### src/rtl/gamepad_pmod_transmitter.sv
// Gamepad Pmod serial transmitter: serialises the button vector onto latch/clk/data, MSB first.
// Define GAMEPAD_TX_DUAL_EN to add buttons_b and send 24-bit two-controller frames.
module gamepad_pmod_transmitter #(
  parameter int CLK_DIV   = 4,
  parameter int FRAME_GAP = 8
) (
  input  logic        clk,
  input  logic        rst_n,
  input  logic        enable,
  input  logic [11:0] buttons,
`ifdef GAMEPAD_TX_DUAL_EN
  input  logic [11:0] buttons_b,
`endif
  output logic        pmod_latch,
  output logic        pmod_clk,
  output logic        pmod_data,
  output logic        busy,
  output logic        frame_done
);

`ifdef GAMEPAD_TX_DUAL_EN
  localparam int NBITS = 24;
`else
  localparam int NBITS = 12;
`endif

  // One phase counter serves both the clock half-periods and the inter-frame gap.
  localparam int PH_MAX = (CLK_DIV > FRAME_GAP) ? CLK_DIV : FRAME_GAP;
  localparam int PH_W   = (PH_MAX > 1) ? $clog2(PH_MAX) : 1;
  localparam int BIT_W  = $clog2(NBITS + 1);

  localparam logic [PH_W-1:0]  DIV_LAST = PH_W'(CLK_DIV - 1);
  localparam logic [PH_W-1:0]  GAP_LAST = PH_W'((FRAME_GAP > 0) ? FRAME_GAP - 1 : 0);
  localparam logic [BIT_W-1:0] BIT_LAST = BIT_W'(NBITS - 1);

  typedef enum logic [2:0] {
    IDLE     = 3'd0,
    SHIFT_LO = 3'd1,
    SHIFT_HI = 3'd2,
    LATCH    = 3'd3,
    GAP      = 3'd4
  } state_t;

  state_t             state_q, state_d;
  logic [PH_W-1:0]    phase_q, phase_d;
  logic [BIT_W-1:0]   bit_q, bit_d;
  logic [NBITS-1:0]   shreg_q, shreg_d;
  logic               latch_q, latch_d;
  logic               pclk_q, pclk_d;
  logic               data_q, data_d;
  logic               done_q, done_d;
  logic [NBITS-1:0]   load_word;

`ifdef GAMEPAD_TX_DUAL_EN
  assign load_word = {buttons_b, buttons};
`else
  assign load_word = buttons;
`endif

  always_ff @(posedge clk) begin
    if (!rst_n) begin
      state_q <= IDLE;
      phase_q <= '0;
      bit_q   <= '0;
      shreg_q <= '0;
      latch_q <= 1'b0;
      pclk_q  <= 1'b0;
      data_q  <= 1'b0;
      done_q  <= 1'b0;
    end else begin
      state_q <= state_d;
      phase_q <= phase_d;
      bit_q   <= bit_d;
      shreg_q <= shreg_d;
      latch_q <= latch_d;
      pclk_q  <= pclk_d;
      data_q  <= data_d;
      done_q  <= done_d;
    end
  end

  always_comb begin
    state_d = state_q;
    phase_d = phase_q;
    bit_d   = bit_q;
    shreg_d = shreg_q;
    latch_d = latch_q;
    pclk_d  = pclk_q;
    data_d  = data_q;
    done_d  = 1'b0;

    case (state_q)
      IDLE: begin
        latch_d = 1'b0;
        pclk_d  = 1'b0;
        data_d  = 1'b0;
        phase_d = '0;
        bit_d   = '0;
        // Buttons are snapshotted here; the first bit is driven on the same edge.
        if (enable) begin
          state_d = SHIFT_LO;
          shreg_d = load_word;
          data_d  = load_word[NBITS-1];
        end
      end

      SHIFT_LO: begin
        if (phase_q == DIV_LAST) begin
          state_d = SHIFT_HI;
          phase_d = '0;
          pclk_d  = 1'b1;
        end else begin
          phase_d = phase_q + PH_W'(1);
        end
      end

      SHIFT_HI: begin
        // Data only moves on the falling clock transition, never on the rising one.
        if (phase_q == DIV_LAST) begin
          phase_d = '0;
          pclk_d  = 1'b0;
          shreg_d = shreg_q << 1;
          bit_d   = bit_q + BIT_W'(1);
          if (bit_q == BIT_LAST) begin
            state_d = LATCH;
            data_d  = 1'b0;
            latch_d = 1'b1;
          end else begin
            state_d = SHIFT_LO;
            data_d  = shreg_q[NBITS-2];
          end
        end else begin
          phase_d = phase_q + PH_W'(1);
        end
      end

      LATCH: begin
        if (phase_q == DIV_LAST) begin
          phase_d = '0;
          latch_d = 1'b0;
          done_d  = 1'b1;
          state_d = (FRAME_GAP == 0) ? IDLE : GAP;
        end else begin
          phase_d = phase_q + PH_W'(1);
        end
      end

      GAP: begin
        if (phase_q == GAP_LAST) begin
          phase_d = '0;
          state_d = IDLE;
        end else begin
          phase_d = phase_q + PH_W'(1);
        end
      end

      default: begin
        state_d = IDLE;
        phase_d = '0;
      end
    endcase
  end

  assign pmod_latch = latch_q;
  assign pmod_clk   = pclk_q;
  assign pmod_data  = data_q;
  assign frame_done = done_q;
  assign busy       = (state_q != IDLE);

endmodule

### config.mk
export PLATFORM = sky130hd
export DESIGN_NAME = gamepad_pmod_transmitter
export DESIGN_NICKNAME = d
export VERILOG_FILES = /design/src/rtl/gamepad_pmod_transmitter.sv
export SDC_FILE = /design/constraint.sdc
export NUM_CORES = 1
export LEC_CHECK = 0
export ABC_AREA = 1
export CAP_MARGIN = 40
export CELL_PAD_IN_SITES_DETAIL_PLACEMENT = 1
export CELL_PAD_IN_SITES_GLOBAL_PLACEMENT = 1
export CORE_ASPECT_RATIO = 1.2
export CORE_MARGIN = 5
export CORE_UTILIZATION = 40
export CTS_BUF_LIST = sky130_fd_sc_hd__clkbuf_16
export CTS_CLUSTER_DIAMETER = 200
export DETAILED_ROUTE_END_ITERATION = 7
export PLACE_DENSITY_LB_ADDON = 0.12
export SYNTH_ARGS = -nofsm -noshare
export SYNTH_HDL_FRONTEND = slang
export SYNTH_SLANG_ARGS = --single-unit
### constraint.sdc
create_clock -name clk -period 3.3 [get_ports clk]
set_input_delay 0.33 -clock clk [delete_from_list [all_inputs] [get_ports clk]]
set_output_delay 0.33 -clock clk [all_outputs]
set_load 0.01 [all_outputs]
==> impl_metrics.tcl, run 1 <==
set metrics [dict create \
    cts_tree "done" \
    crit_path_end_kind "output port" \
    power.static_leakage_nw 0.7553 \
    layoutNonFillerInstCount 258 \
    cts.repair.resized 0 \
    run_status "finished, final reports clean" \
    synth_edf_count 0 \
    wire_length_of_the_first_global_routing_pass_microns 5934 \
    rsz_0062_raised_after_global_routing "no" \
    dp_slack_ps 1174 \
    layout.area.seq_sq_um 500.5 \
    layout-drive-gt1-share_pct 5.430 \
    setup_slack_after_layout_ps 1399 \
    critical_path_class "reg2out" \
    critPathMaxFanout 7 \
    effective_utilization_at_floorplan_pct 40.92 \
    port_buffers 19 \
    required_ps 2970 \
    post_synth_fa_ha_maj_area_fraction_pct 4.660 \
    drv_slew 0 \
    fillers 448 \
    holdBufCountCts 0 \
    grt_pass1_vias 1366 \
    synth_top_family_by_area "simple AND/OR/NAND/NOR gates" \
    dieArea_sq_mm 0.004620 \
    setup-tns-final_ps 0 \
    postSynth.asyncResetShare_pct 0 \
    drt_drc_violations_left 0 \
    ys.warnings.count 0 \
    length_of_the_first_detailed_routing_pass_in_iterations 4 \
    post_synth_xor_area_fraction_pct 0.6524 \
    worst_pin_slew_ps 602.3 \
    postSynth.topFlopCell "dfxtp_1" \
    ys_top_cells_by_area "dfxtp_1 (37%), nand2_1 (16%), nor2_1 (10%), inv_1 (7.3%), ha_1 (4.7%)" \
    worst_skew_pair_later_pin_latency_ps 260 \
    core.rowCount 23 \
    final.period_utilization_pct 57.62 \
    synth-seq-cells 25 \
    post_synth.cell_area_avg_sq_um 6.581 \
    dieHeight_microns 73.47 \
    dieWidth_microns 62.89 \
    clkSinkCount 25 \
    final_core_utilization_pct 48.74 \
    groute.usage.overall_pct 15.75 \
    timing.fmax_mhz 525.9 \
    num_antenna_cells 0 \
    grt_start_max_net_pins 24 \
    fin_nets 242 \
    synth-compound-area-share_pct 10.53 \
    drt.antenna.violating_nets 0 \
    placed_cells_incl_taps 254 \
    critical_path.startpoint_type "flop" \
    netlist_instances 204 \
    detail_route.iter0.violations 45 \
    antenna_found_initial 0 \
    num_vias 1272 \
    floorplan.core_area_sq_mm 0.003281 \
    synthesis.nets 224 \
    max-slew-margin-rel_pct 59.72 \
    synthMuxAreaShare_pct 0 \
    synthDistinctLibCells 24 \
    overflow_left_after_global_routing 0 \
    max-clock-path-buffers 2 \
    synth_top_cell_by_area "dfxtp_1" \
    routed_wire_length_per_instance_microns 12.82 \
    clock_tree.root_cell "clkbuf_16" \
    place.gp.congestion 0.8288 \
    numCtsBuffers 3 \
    yosysTopAreaCellShare_pct 37.28 \
    syn2layout_area_growth_pct 19.11 \
    routed_wl_microns 3307 \
    synth.cell_area_sq_mm 0.001343 \
    power_w 0.001122 \
    worst_clock_skew_ps 4.686 \
    simple_gate_fraction_of_synth_area_pct 34.30 \
    period_minus_slack_ps 1901 \
    seq_area_frac_synth_pct 37.28 \
    dpl.hpwl_microns 2541 \
    max-cap-violations 0 \
    post_cts_buffers 0 \
    p_per_area_mw_per_mm2 701.5 \
    ir_worst_vdd_v 0.0004680 \
    cp_data_arrival_time_ps 1570 \
    cts.htree.levels 1 \
    hp-class "reg2reg" \
    hold_viol 0 \
    setup_viol 0 \
    vias_per_cell 4.930 \
    worst_setup_hold_path_clk_slew_ps 70 \
    num_io_pins 20 \
    area_of_the_multi_input_gates_sq_um 673.1 \
]
## path summary, 6_finish.rpt
kind | startpoint | end | slack [ps] | cells past startpoint
worst max-delay path | state_q[2]$_SDFFE_PN0P_ | busy | 1400 | 3
worst min-delay path | bit_q[0]$_SDFFE_PN0P_ | bit_q[0]$_SDFFE_PN0P_ | 490 | 1
worst max register to register | phase_q[0]$_SDFF_PN0_ | shreg_q[0]$_SDFFE_PN0P_ | 1450 | 7
worst min register to register | bit_q[0]$_SDFFE_PN0P_ | bit_q[0]$_SDFFE_PN0P_ | 490 | 1
## cell usage after synthesis (all sizes together) (2+ instances only)
master / number
nand2: 60
nor2: 39
inv: 28
dfxtp: 25
o21ai: 18
nand3: 11
a21oi: 7
ha: 5
buf: 4
clkbuf: 2
## metrics by stage
stage	cell area, sq um	hold WS, ps
final	1599	487.7
after global routing	1599	504.2
after CTS	1599	489.2
after detailed placement	1519	467.8
after global placement	1519	462.7
after floorplan	1343	447.5
## cells in the final DEF (no fill, tap or decap), types with 2 or more instances in the layout
cell type        instances
nand2_1                 57
nor2_1                  37
inv_1                   26
dfxtp_1                 25
clkdlybuf4s50_1         19
o21ai_0                 12
nand3_1                 10
a21oi_1                  7
o21ai_1                  6
ha_1                     5
clkbuf_16                3
inv_2                    2
nand2_2                  2
## flip-flops by register name (all words and copies together), names as in the netlist
register,cells
bit_q,4
frame_done,1
phase_q,3
pmod_clk,1
pmod_data,1
pmod_latch,1
shreg_q,11
state_q,3
## worst max-delay path: stages, from the launching register on
cell and delay, ps:
dfxtp_1 470, inv_2 130, nand2_2 160, clkdlybuf4s50_1 560
## kinds of logic (layout without fill, tap and decap cells)
group                      Yosys count  after routing
xor gates and xnor gates             1              1
DFF                                 25             25
AOI/OAI and AO/OA                   27             27
adders and majority gates            5              5
buffers and inverters               35             52
and+or+nand+nor                    111            111
## layer usage
| metal | part of all wire (%) | track usage (%) | wire length, microns |
|---|---|---|---|
| met1 | 41 | 16.85 | 1342 |
| met2 | 54 | 30.22 | 1787 |
| met3 | 3.8 | 3.211 | 125 |
| met4 | 1.5 | 5.660 | 51 |
| met5 | 0 | 0 | 0 |
## final cells by class
class / count / area share (%)
Inverter: 29 / 6.808
Timing Repair Buffer: 19 / 11.89
Sequential cell: 25 / 31.30
Clock inverter: 1 / 0.3130
Tap cell: 37 / 2.895
Clock buffer: 3 / 4.695
Multi-Input combinational cell: 144 / 42.10
## power by group
| part | total (W) | switching [W] | internal [W] | leakage [nW] |
|---|---|---|---|---|
| logic | 0.000450 | 0.000295 | 0.000154 | 0.510 |
| clock network | 0.000273 | 0.000109 | 0.000163 | 0.0409 |
| registers | 0.000399 | 0.0000345 | 0.000365 | 0.205 |
| total | 0.00112 | 0.000439 | 0.000682 | 0.755 |
(Power assumes the default switching activity.)
==> inputs of run 2 (changes only) <==
--- a/config.mk
+++ b/config.mk
@@ -11,7 +11,7 @@
 export CELL_PAD_IN_SITES_GLOBAL_PLACEMENT = 1
 export CORE_ASPECT_RATIO = 1.2
 export CORE_MARGIN = 5
-export CORE_UTILIZATION = 40
+export CORE_UTILIZATION = 33
 export CTS_BUF_LIST = sky130_fd_sc_hd__clkbuf_16
 export CTS_CLUSTER_DIAMETER = 200
 export DETAILED_ROUTE_END_ITERATION = 7
==> constraint.sdc (replaced) <==
create_clock -name clk -period 1.65 [get_ports clk]
set_input_delay 0.165 -clock clk [delete_from_list [all_inputs] [get_ports clk]]
set_output_delay 0.165 -clock clk [all_outputs]
set_load 0.01 [all_outputs]
==> run 2 against run 1 <==
Cell count is 8.9% higher. Count of clock-buffer cells in the layout stayed put. Via count is 1.3% higher. Global-route usage is 2.1 points lower. Non-clock buffer count is 6 higher. Sequential share of layout area is 1.2 points lower. First-iteration DRC count is 33% lower. Core utilization is 6.2 points lower. Critical path depth is 5 higher. Clock power is 97% higher. Worst hold slack worse by 16 ps. Clock skew is 0.89 ps lower. Largest power group unchanged.
==> impl_metrics.tcl, run 2 (same netlist as run 1, synthesis figures left out) <==
set metrics [dict create \
    floorplan.core_area_sq_mm 0.003941 \
    top_regs "shreg_q: 11 flops, bit_q: 4 flops" \
    critPathMostFrequentCell "ha_2" \
    cts_tree "done" \
    dieWidth_microns 68.23 \
    worst_clock_skew_ps 3.794 \
    layout-drive-gt1-share_pct 9.692 \
    effective_utilization_at_floorplan_pct 34.06 \
    place.gp.congestion 0.8949 \
    fin_nets 248 \
    antenna_found_initial 0 \
    dpl.hpwl_microns 2550 \
    clkSinkCount 25 \
    final.period_utilization_pct 89.36 \
    mostFrequentLayoutCell "nand2_1" \
    critical_path_class "reg2reg" \
    vias_per_cell 4.584 \
    fillers 528 \
    crit_chain "ha_2, ha_2, inv_1, nand2_4, nand3_2, buf_4, o21ai_0, nor2_1" \
    max-cap-violations 0 \
    critical_path_depth 8 \
    final_core_utilization_pct 42.51 \
    clock_tree.root_cell "clkbuf_16" \
    worstHoldPathCells 2 \
    critical_path.top_delay_family "adder cells" \
    drt.antenna.violating_nets 0 \
    largest_register_ff_count 11 \
    drv_slew 0 \
    groute.usage.overall_pct 13.70 \
    setup-tns-final_ps 0 \
    timing.fmax_mhz 678.2 \
    dieHeight_microns 79.87 \
    critPathMaxFanout 9 \
    max-clock-path-buffers 2 \
    layoutNonFillerInstCount 281 \
    hp-class "reg2reg" \
    power.static_leakage_nw 0.7935 \
    area_of_the_multi_input_gates_sq_um 678.2 \
    port_buffers 19 \
    layout.area.seq_sq_um 504.2 \
    layout.cells.most_common_list "nand2_1 (57), nor2_1 (37), inv_1 (27), dfxtp_1 (22), clkdlybuf4s50_1 (18)" \
    grt_start_max_net_pins 24 \
    num_io_pins 20 \
    wire_length_of_the_first_global_routing_pass_microns 5699 \
    drt_drc_violations_left 0 \
    required_ps 1810 \
    overflow_left_after_global_routing 0 \
    setup_viol 0 \
    max-slew-margin-rel_pct 71.94 \
    rsz_0062_raised_after_global_routing "no" \
    worst-path-buf-inv 2 \
    num_antenna_cells 0 \
    worstRegToRegCells 8 \
    dieArea_sq_mm 0.005449 \
    length_of_the_first_detailed_routing_pass_in_iterations 2 \
    run_status "finished, final reports clean" \
    hold_viol 0 \
    cts.htree.levels 1 \
    routed_wire_length_per_instance_microns 11.83 \
    worst_pin_slew_ps 419.4 \
    placed_cells_incl_taps 277 \
    num_vias 1288 \
    detail_route.iter0.violations 30 \
    period_minus_slack_ps 1474 \
    worst_setup_hold_path_clk_slew_ps 60 \
    core.rowCount 25 \
    ir_worst_vdd_v 0.0004326 \
    critical_path.startpoint_type "flop" \
    crit_path_max_incr_delay_ps 340 \
    cp_data_arrival_time_ps 1630 \
    syn2layout_area_growth_pct 24.79 \
    p_per_area_mw_per_mm2 1367 \
    highest_delay_cell_along_the_critical_path "dfxtp_1" \
    routed_wl_microns 3323 \
    grt_pass1_vias 1352 \
    top_register "shreg_q" \
    numCtsBuffers 3 \
    crit_path_end_kind "flop" \
    post_cts_buffers 0 \
    worst_skew_pair_later_pin_latency_ps 260 \
]
## run 2: worst paths after layout
| check | slack (ps) | from | to |
|---|---|---|---|
| max | 180 | phase_q[0]$_SDFF_PN0_ | shreg_q[0]$_SDFFE_PN0P_ |
| min | 470 | pmod_clk$_SDFFE_PN0P_ | pmod_clk$_SDFFE_PN0P_ |
| max reg2reg | 180 | phase_q[0]$_SDFF_PN0_ | shreg_q[0]$_SDFFE_PN0P_ |
| min reg2reg | 470 | pmod_clk$_SDFFE_PN0P_ | pmod_clk$_SDFFE_PN0P_ |
## run 2: area by class of cell
cell class,instances,area share (%)
Clock buffer,3,4.481
Clock inverter,1,0.2240
Inverter,29,6.497
Multi-Input combinational cell,144,40.48
Sequential cell,25,30.10
Tap cell,54,4.033
Timing Repair Buffer,25,14.19
## run 2: worst min-delay path, delay by kind of cell (launching register included)
family / cells / cell delay (ps)
AO/OA/AOI/OAI: 1 / 60
flip-flops: 1 / 310
AND/OR/NAND/NOR: 1 / 60
## run 2: per-stage QoR
step | hold slack (ps) | power [W] | setup slack (ps) | cell area (sq um)
2_1_floorplan | 400.3 | 0.001542 | 228.6 | 1343
3_3_place_gp | 464.2 | 0.001742 | 177.8 | 1585
3_5_place_dp | 467.8 | 0.001774 | 105.7 | 1585
4_1_cts | 480.2 | 0.002338 | 29.99 | 1668
5_1_grt | 507.0 | 0.002505 | 16.12 | 1675
6_report | 472.0 | 0.002291 | 175.6 | 1675
## run 2: where the power goes
group | internal (W) | switching (W) | total, W
sequential | 0.000734 | 0.0000668 | 0.000800
clock | 0.000324 | 0.000213 | 0.000537
combinational | 0.000353 | 0.000600 | 0.000954
## run 2: repair_timing
action                                 in CTS  in global routing
hold buffers                                0                  0
setup endpoints to repair                   1                  5
resized for setup                           3                  4
endpoints found under the hold margin       0                  0
## run 2: metal layers
layer / up-vias / wire length [microns] / global-route usage (%)
met5: - / 0 / 0
met4: 0 / 48 / 4.771
met3: 5 / 128 / 2.676
met2: 15 / 1792 / 26.23
met1: 596 / 1353 / 14.14
li1: 672 / - / -
==> edit 1 (settings of run 1) <==
Change the parameter `CLK_DIV` from 4 to 2.
--- a/src/rtl/gamepad_pmod_transmitter.sv
+++ b/src/rtl/gamepad_pmod_transmitter.sv
@@ -3,3 +3,3 @@
 module gamepad_pmod_transmitter #(
-  parameter int CLK_DIV   = 4,
+  parameter int CLK_DIV   = 2,
   parameter int FRAME_GAP = 8
Function: changed (a bounded check fails within 4 cycles, from zero or initial values and one cycle with rst_n low).
==> edit 1 against run 1 <==
  * Total power up 14%
  * Routed wire length shrank 0.73%
  * Utilization decreased by 0.11 points
  * Area after synthesis decreased by 0.28%
  * Clock skew shrank 0.0013 ns
  * Sequential cell count stayed put
  * Final cell count fell by 5.4%
  * Worst setup slack got worse by 0.10 ns
  * Design area decreased by 0.23%
==> edit 1: results (changes against run 1) <==
- Result of the run: finished clean (unchanged).
- The worst endpoint data arrival time came to 1.67 ns (was 1.57 ns).
* Slew @ Worst Pin: 0.645 ns (was 0.602 ns)
- Number of non-filler instances in the completed layout: 244 (was 258)
- Length of routed met2 wiring: 1.67 mm (was 1.79 mm)
- Worst Reg-to-Reg Cells: 6 (was 7)
- The cell count after synthesis was 191 (was 204).
- Number of warnings printed during yosys synthesis: 0 (unchanged)
* Beginning of the worst register-to-register path: phase_q[0]$_SDFF_PN0_ (unchanged)
- Maximum number of pins on one net before global-route repair: 18 (was 24)
- Worst hold endpoint: pmod_latch$_SDFFE_PN0P_ (was bit_q[0]$_SDFFE_PN0P_)
* Worst R2R Setup Slack: 1.73 ns (was 1.45 ns)
- Maximum ir drop on the vdd rail: 0.000412 V (was 0.000468 V)
- Setup Skew: 0.00334 ns (was 0.00469 ns)
- Worst-skew pair later-pin latency: 0.26 ns (about the same)
- Top cell types by occurrence after synthesis: nand2_1 (74), dfxtp_1 (25), nor2_1 (16) (was nand2_1 (57), nor2_1 (37), inv_1 (26)).
- The detailed-placement wirelength estimate is 2.50 mm (was 2.54 mm).
- The initial antenna violation count was 0 (unchanged).
- The post-CTS setup-driven buffer insertion count is 0 (unchanged).
* Cell internal power dissipation: 0.000736 W (was 0.000682 W)
- Final WL: 3.28 mm (was 3.31 mm)
- Post-layout net count: 227 (was 242)
* Bufs on Longest Clock Path: 2 (unchanged)
* Number of distinct standard cells referenced by the synthesized netlist: 26 (was 24)
- The worst-case setup slack after placement was 1.31 ns (was 1.17 ns).
* Met3 wirelength from detailed routing: 105 um (was 125 um)
- The reg-to-reg critical path endpoint is shreg_q[9]$_SDFFE_PN0P_ (was shreg_q[0]$_SDFFE_PN0P_).
* Number of vias in the routed layout: 1247 (was 1272)
* Seq/Total Area, Yosys: 0.374 (was 0.373)
- Synth area leaders: dfxtp_1 (37%), nand2_1 (21%), a21oi_2 (6.5%) (was dfxtp_1 (37%), nand2_1 (16%), nor2_1 (10%))
- The worst hold path stage count came to 2 (was 1).
- The number of global-route vias before repair was 1347 (was 1366).
- Metal1 wirelength: 1.42 mm (was 1.34 mm)
* Ratio of cells with drive above 1 in the final layout: 0.140 (was 0.0543)
- The reported leakage power is 0.691 nW (was 0.755 nW).
- Hold WC Path Type: flop to flop (unchanged)
* First-pass GRT wire length: 5.76 mm (was 5.93 mm)
- The number of buffers created by CTS was 3 (unchanged).
- Critical path fanouts, max: 10 (was 7)
- Power attributed to sequential cells: 0.000452 W (was 0.000399 W)
- The start point of the worst min-delay path is pmod_latch$_SDFFE_PN0P_ (was bit_q[0]$_SDFFE_PN0P_).
* Global-route usage over all layers: 0.153 (was 0.158)
- Net count after synthesis: 210 (was 224)
* Initial detailed-routing violation count: 17 (was 45)
* Power of the combinational group: 0.000547 W (was 0.000450 W)
-- edit 1: logic make-up (layout without fill, tap and decap cells) --
logic type	after synthesis	count (layout)	share of synthesized area
AO/OA/AOI/OAI	26	26	0.129
adder cells (fa/ha/maj)	4	4	0.0374
buffers and inverters	24	40	0.0944
flip-flops	25	25	0.374
AND/OR/NAND/NOR	112	112	0.365
-- edit 1: metal layers --
metal | track usage | vias to the layer above
met2 | 0.294 | 25
met5 | 0 | -
met4 | 0.0660 | 0
met1 | 0.169 | 585
met3 | 0.0168 | 7
li1 | - | 630
-- edit 1: layout make-up --
type / count / area (um^2)
tap: 37 / 46.3
sequential: 25 / 500
fill: 433 / 1690
multi-input combinational: 142 / 712
inverter: 17 / 63.8
timing repair buffer: 19 / 190
clock inverter: 1 / 7.51
clock buffer: 3 / 75.1
-- edit 1: worst max path at each step --
stage	startpoint	endpoint	slack [ns]	cells after the start
finish	state_q[1]$_SDFFE_PN0P_	busy	1.30	3
floorplan	phase_q[0]$_SDFF_PN0_	shreg_q[10]$_SDFFE_PN0P_	2.05	8
global route	state_q[1]$_SDFFE_PN0P_	busy	1.22	3
detailed placement	rst_n	bit_q[2]$_SDFFE_PN0P_	1.31	5
global placement	rst_n	bit_q[2]$_SDFFE_PN0P_	1.38	5
CTS	state_q[1]$_SDFFE_PN0P_	busy	1.31	3
-- edit 1: stage by stage --
step	area (um^2)	power, W	hold slack (ns)
final	1600	0.00128	0.448
after global routing	1600	0.00139	0.473
after CTS	1600	0.00129	0.456
after detailed placement	1510	0.00101	0.445
after global placement	1510	0.000985	0.432
after floorplan	1340	0.000898	0.421
-- edit 1: critical path, cell delays in order (launching register included) --
cell	delay (ns)
dfxtp_1	0.60
inv_1	0.17
nand2_1	0.11
clkdlybuf4s50_1	0.53
==> edit 2 (settings of run 1) <==
Made on the original files. Re-encode `state_t` (5 states) as one-hot, 5 bits wide.
--- a/src/rtl/gamepad_pmod_transmitter.sv
+++ b/src/rtl/gamepad_pmod_transmitter.sv
@@ -35,8 +35,8 @@
 
-  typedef enum logic [2:0] {
-    IDLE     = 3'd0,
-    SHIFT_LO = 3'd1,
-    SHIFT_HI = 3'd2,
-    LATCH    = 3'd3,
-    GAP      = 3'd4
+  typedef enum logic [4:0] {
+    IDLE     = 5'b00001,
+    SHIFT_LO = 5'b00010,
+    SHIFT_HI = 5'b00100,
+    LATCH    = 5'b01000,
+    GAP      = 5'b10000
   } state_t;
Function: no difference found for any inputs over 10 cycles, from zero or initial values and one cycle with rst_n low; not proved beyond that.
==> edit 2 against run 1 <==
  * Worst setup slack got worse by 0.25 ns
  * Area after synthesis is 14% higher
  * Total power rose by 22%
  * Sequential cell count up 2
  * Routed wire length is 14% higher
  * Critical endpoint is now shreg_q[9]$_SDFFE_PN0P_
  * Design area rose by 12%
  * First-iteration DRC count fell by 11%
==> edit 2: results (changes against run 1) <==
- The worst reg2reg path depth is 6 (was 7).
- The met2 wire length was 1.96 mm (was 1.79 mm).
* Seq/Total Area, Yosys: 0.355 (was 0.373)
* Critical path data arrival time: 2.28 ns (was 1.57 ns)
- Critical path fanouts, max: 29 (was 7)
- The count of unique library cells instantiated by Yosys came to 29 (was 24).
- Maximum number of pins on one net before global-route repair: 30 (was 24)
- The adder and majority gate portion of the synthesized area is 0.0411 (was 0.0466).
* Post-DP HPWL: 2.77 mm (was 2.54 mm)
- Maximum ir drop on the vdd rail: 0.000318 V (was 0.000468 V)
* Initial detailed-routing violation count: 40 (was 45)
- Placed Area: 0.00171 mm^2 (was 0.00152 mm^2)
* Number of clock sinks seen by CTS: 27 (was 25)
* Via count of the first global-routing pass: 1464 (was 1366)
- Met3 track utilization from global routing: 0.0303 (was 0.0321)
- The layout net count was 243 (was 242).
- The worst-path cell with the longest stage delay is o21ai_4 (was clkdlybuf4s50_1).
* Beginning of the worst register-to-register path: state_q[1]$_SDFFE_PN0P_ (was phase_q[0]$_SDFF_PN0_)
* Routed vias/inst: 5.03 (was 4.93)
* Setup Skew: 0.00466 ns (was 0.00469 ns)
- The final non-filler cell area was 0.00179 mm^2 (was 0.00160 mm^2).
* RePlAce Congestion: 0.815 (was 0.829)
- Endpoint of the most critical setup path: shreg_q[9]$_SDFFE_PN0P_ (was busy)
* Registers with the most flip-flops: shreg_q x11, state_q x5, bit_q x4 (was shreg_q x11, bit_q x4)
- The global-route track usage on met2 was 0.281 (was 0.302).
- Metal1 wirelength: 1.66 mm (was 1.34 mm)
- The reported leakage power came to 0.744 nW (was 0.755 nW).
- Critical path's top delay family: simple AND/OR/NAND/NOR gates (was buffers and inverters)
- Met3 wirelength from detailed routing: 96 um (was 125 um)
- Result of the run: finished clean (unchanged).
- Top cell types by occurrence after synthesis: nand2_1 (43), dfxtp_1 (27), inv_1 (27) (was nand2_1 (57), nor2_1 (37), inv_1 (26))
- Synth area leaders: dfxtp_1 (35%), nand2_1 (11%), nand3_1 (7.9%) (was dfxtp_1 (37%), nand2_1 (16%), nor2_1 (10%)).
- Worst R2R Setup Slack: 1.14 ns (was 1.45 ns)
-- edit 2: cell types whose count changed in the layout (fill, tap and decap cells not counted), sizes merged --
cell / delta
nor3: +2
o21ai: -4
or2: +1
nand2: -15
nand3: +16
dfxtp: +2
a21oi: +13
o32ai: -1
nand4: +7
nor2: -20
-- edit 2: how the worst min path moves through the flow --
stage | cells after the start | startpoint | end
2_1_floorplan | 1 | phase_q[0]$_SDFF_PN0_ | phase_q[0]$_SDFF_PN0_
3_3_place_gp | 1 | phase_q[0]$_SDFF_PN0_ | phase_q[0]$_SDFF_PN0_
3_5_place_dp | 1 | phase_q[0]$_SDFF_PN0_ | phase_q[0]$_SDFF_PN0_
4_1_cts | 1 | phase_q[0]$_SDFF_PN0_ | phase_q[0]$_SDFF_PN0_
5_1_grt | 1 | phase_q[0]$_SDFF_PN0_ | phase_q[0]$_SDFF_PN0_
6_report | 1 | phase_q[0]$_SDFF_PN0_ | phase_q[0]$_SDFF_PN0_
-- edit 2: stage by stage --
stage                util  hold slack [ns]  std cells  worst slack, ns
finish              0.488            0.434        274             1.14
global route        0.488            0.458        274            0.977
CTS                 0.488            0.441        274             1.12
detailed placement  0.466            0.430        270             1.18
global placement    0.466            0.421        270             1.26
floorplan               -            0.408        207             1.75
-- edit 2: area by class of cell --
type                            count  area (um^2)
Clock inverter                      1         5.00
Tap cell                           52         65.1
Fill cell                         499         1880
Sequential cell                    27          541
Clock buffer                        3         75.1
Inverter                           29          110
Timing Repair Buffer               19          190
Multi-Input combinational cell    143          802
-- edit 2: where the power goes --
group          switching (W)  leakage [nW]  internal [W]
clock network       0.000119        0.0409      0.000164
logic               0.000408         0.483      0.000212
registers          0.0000552         0.220      0.000407
total               0.000582         0.744      0.000782
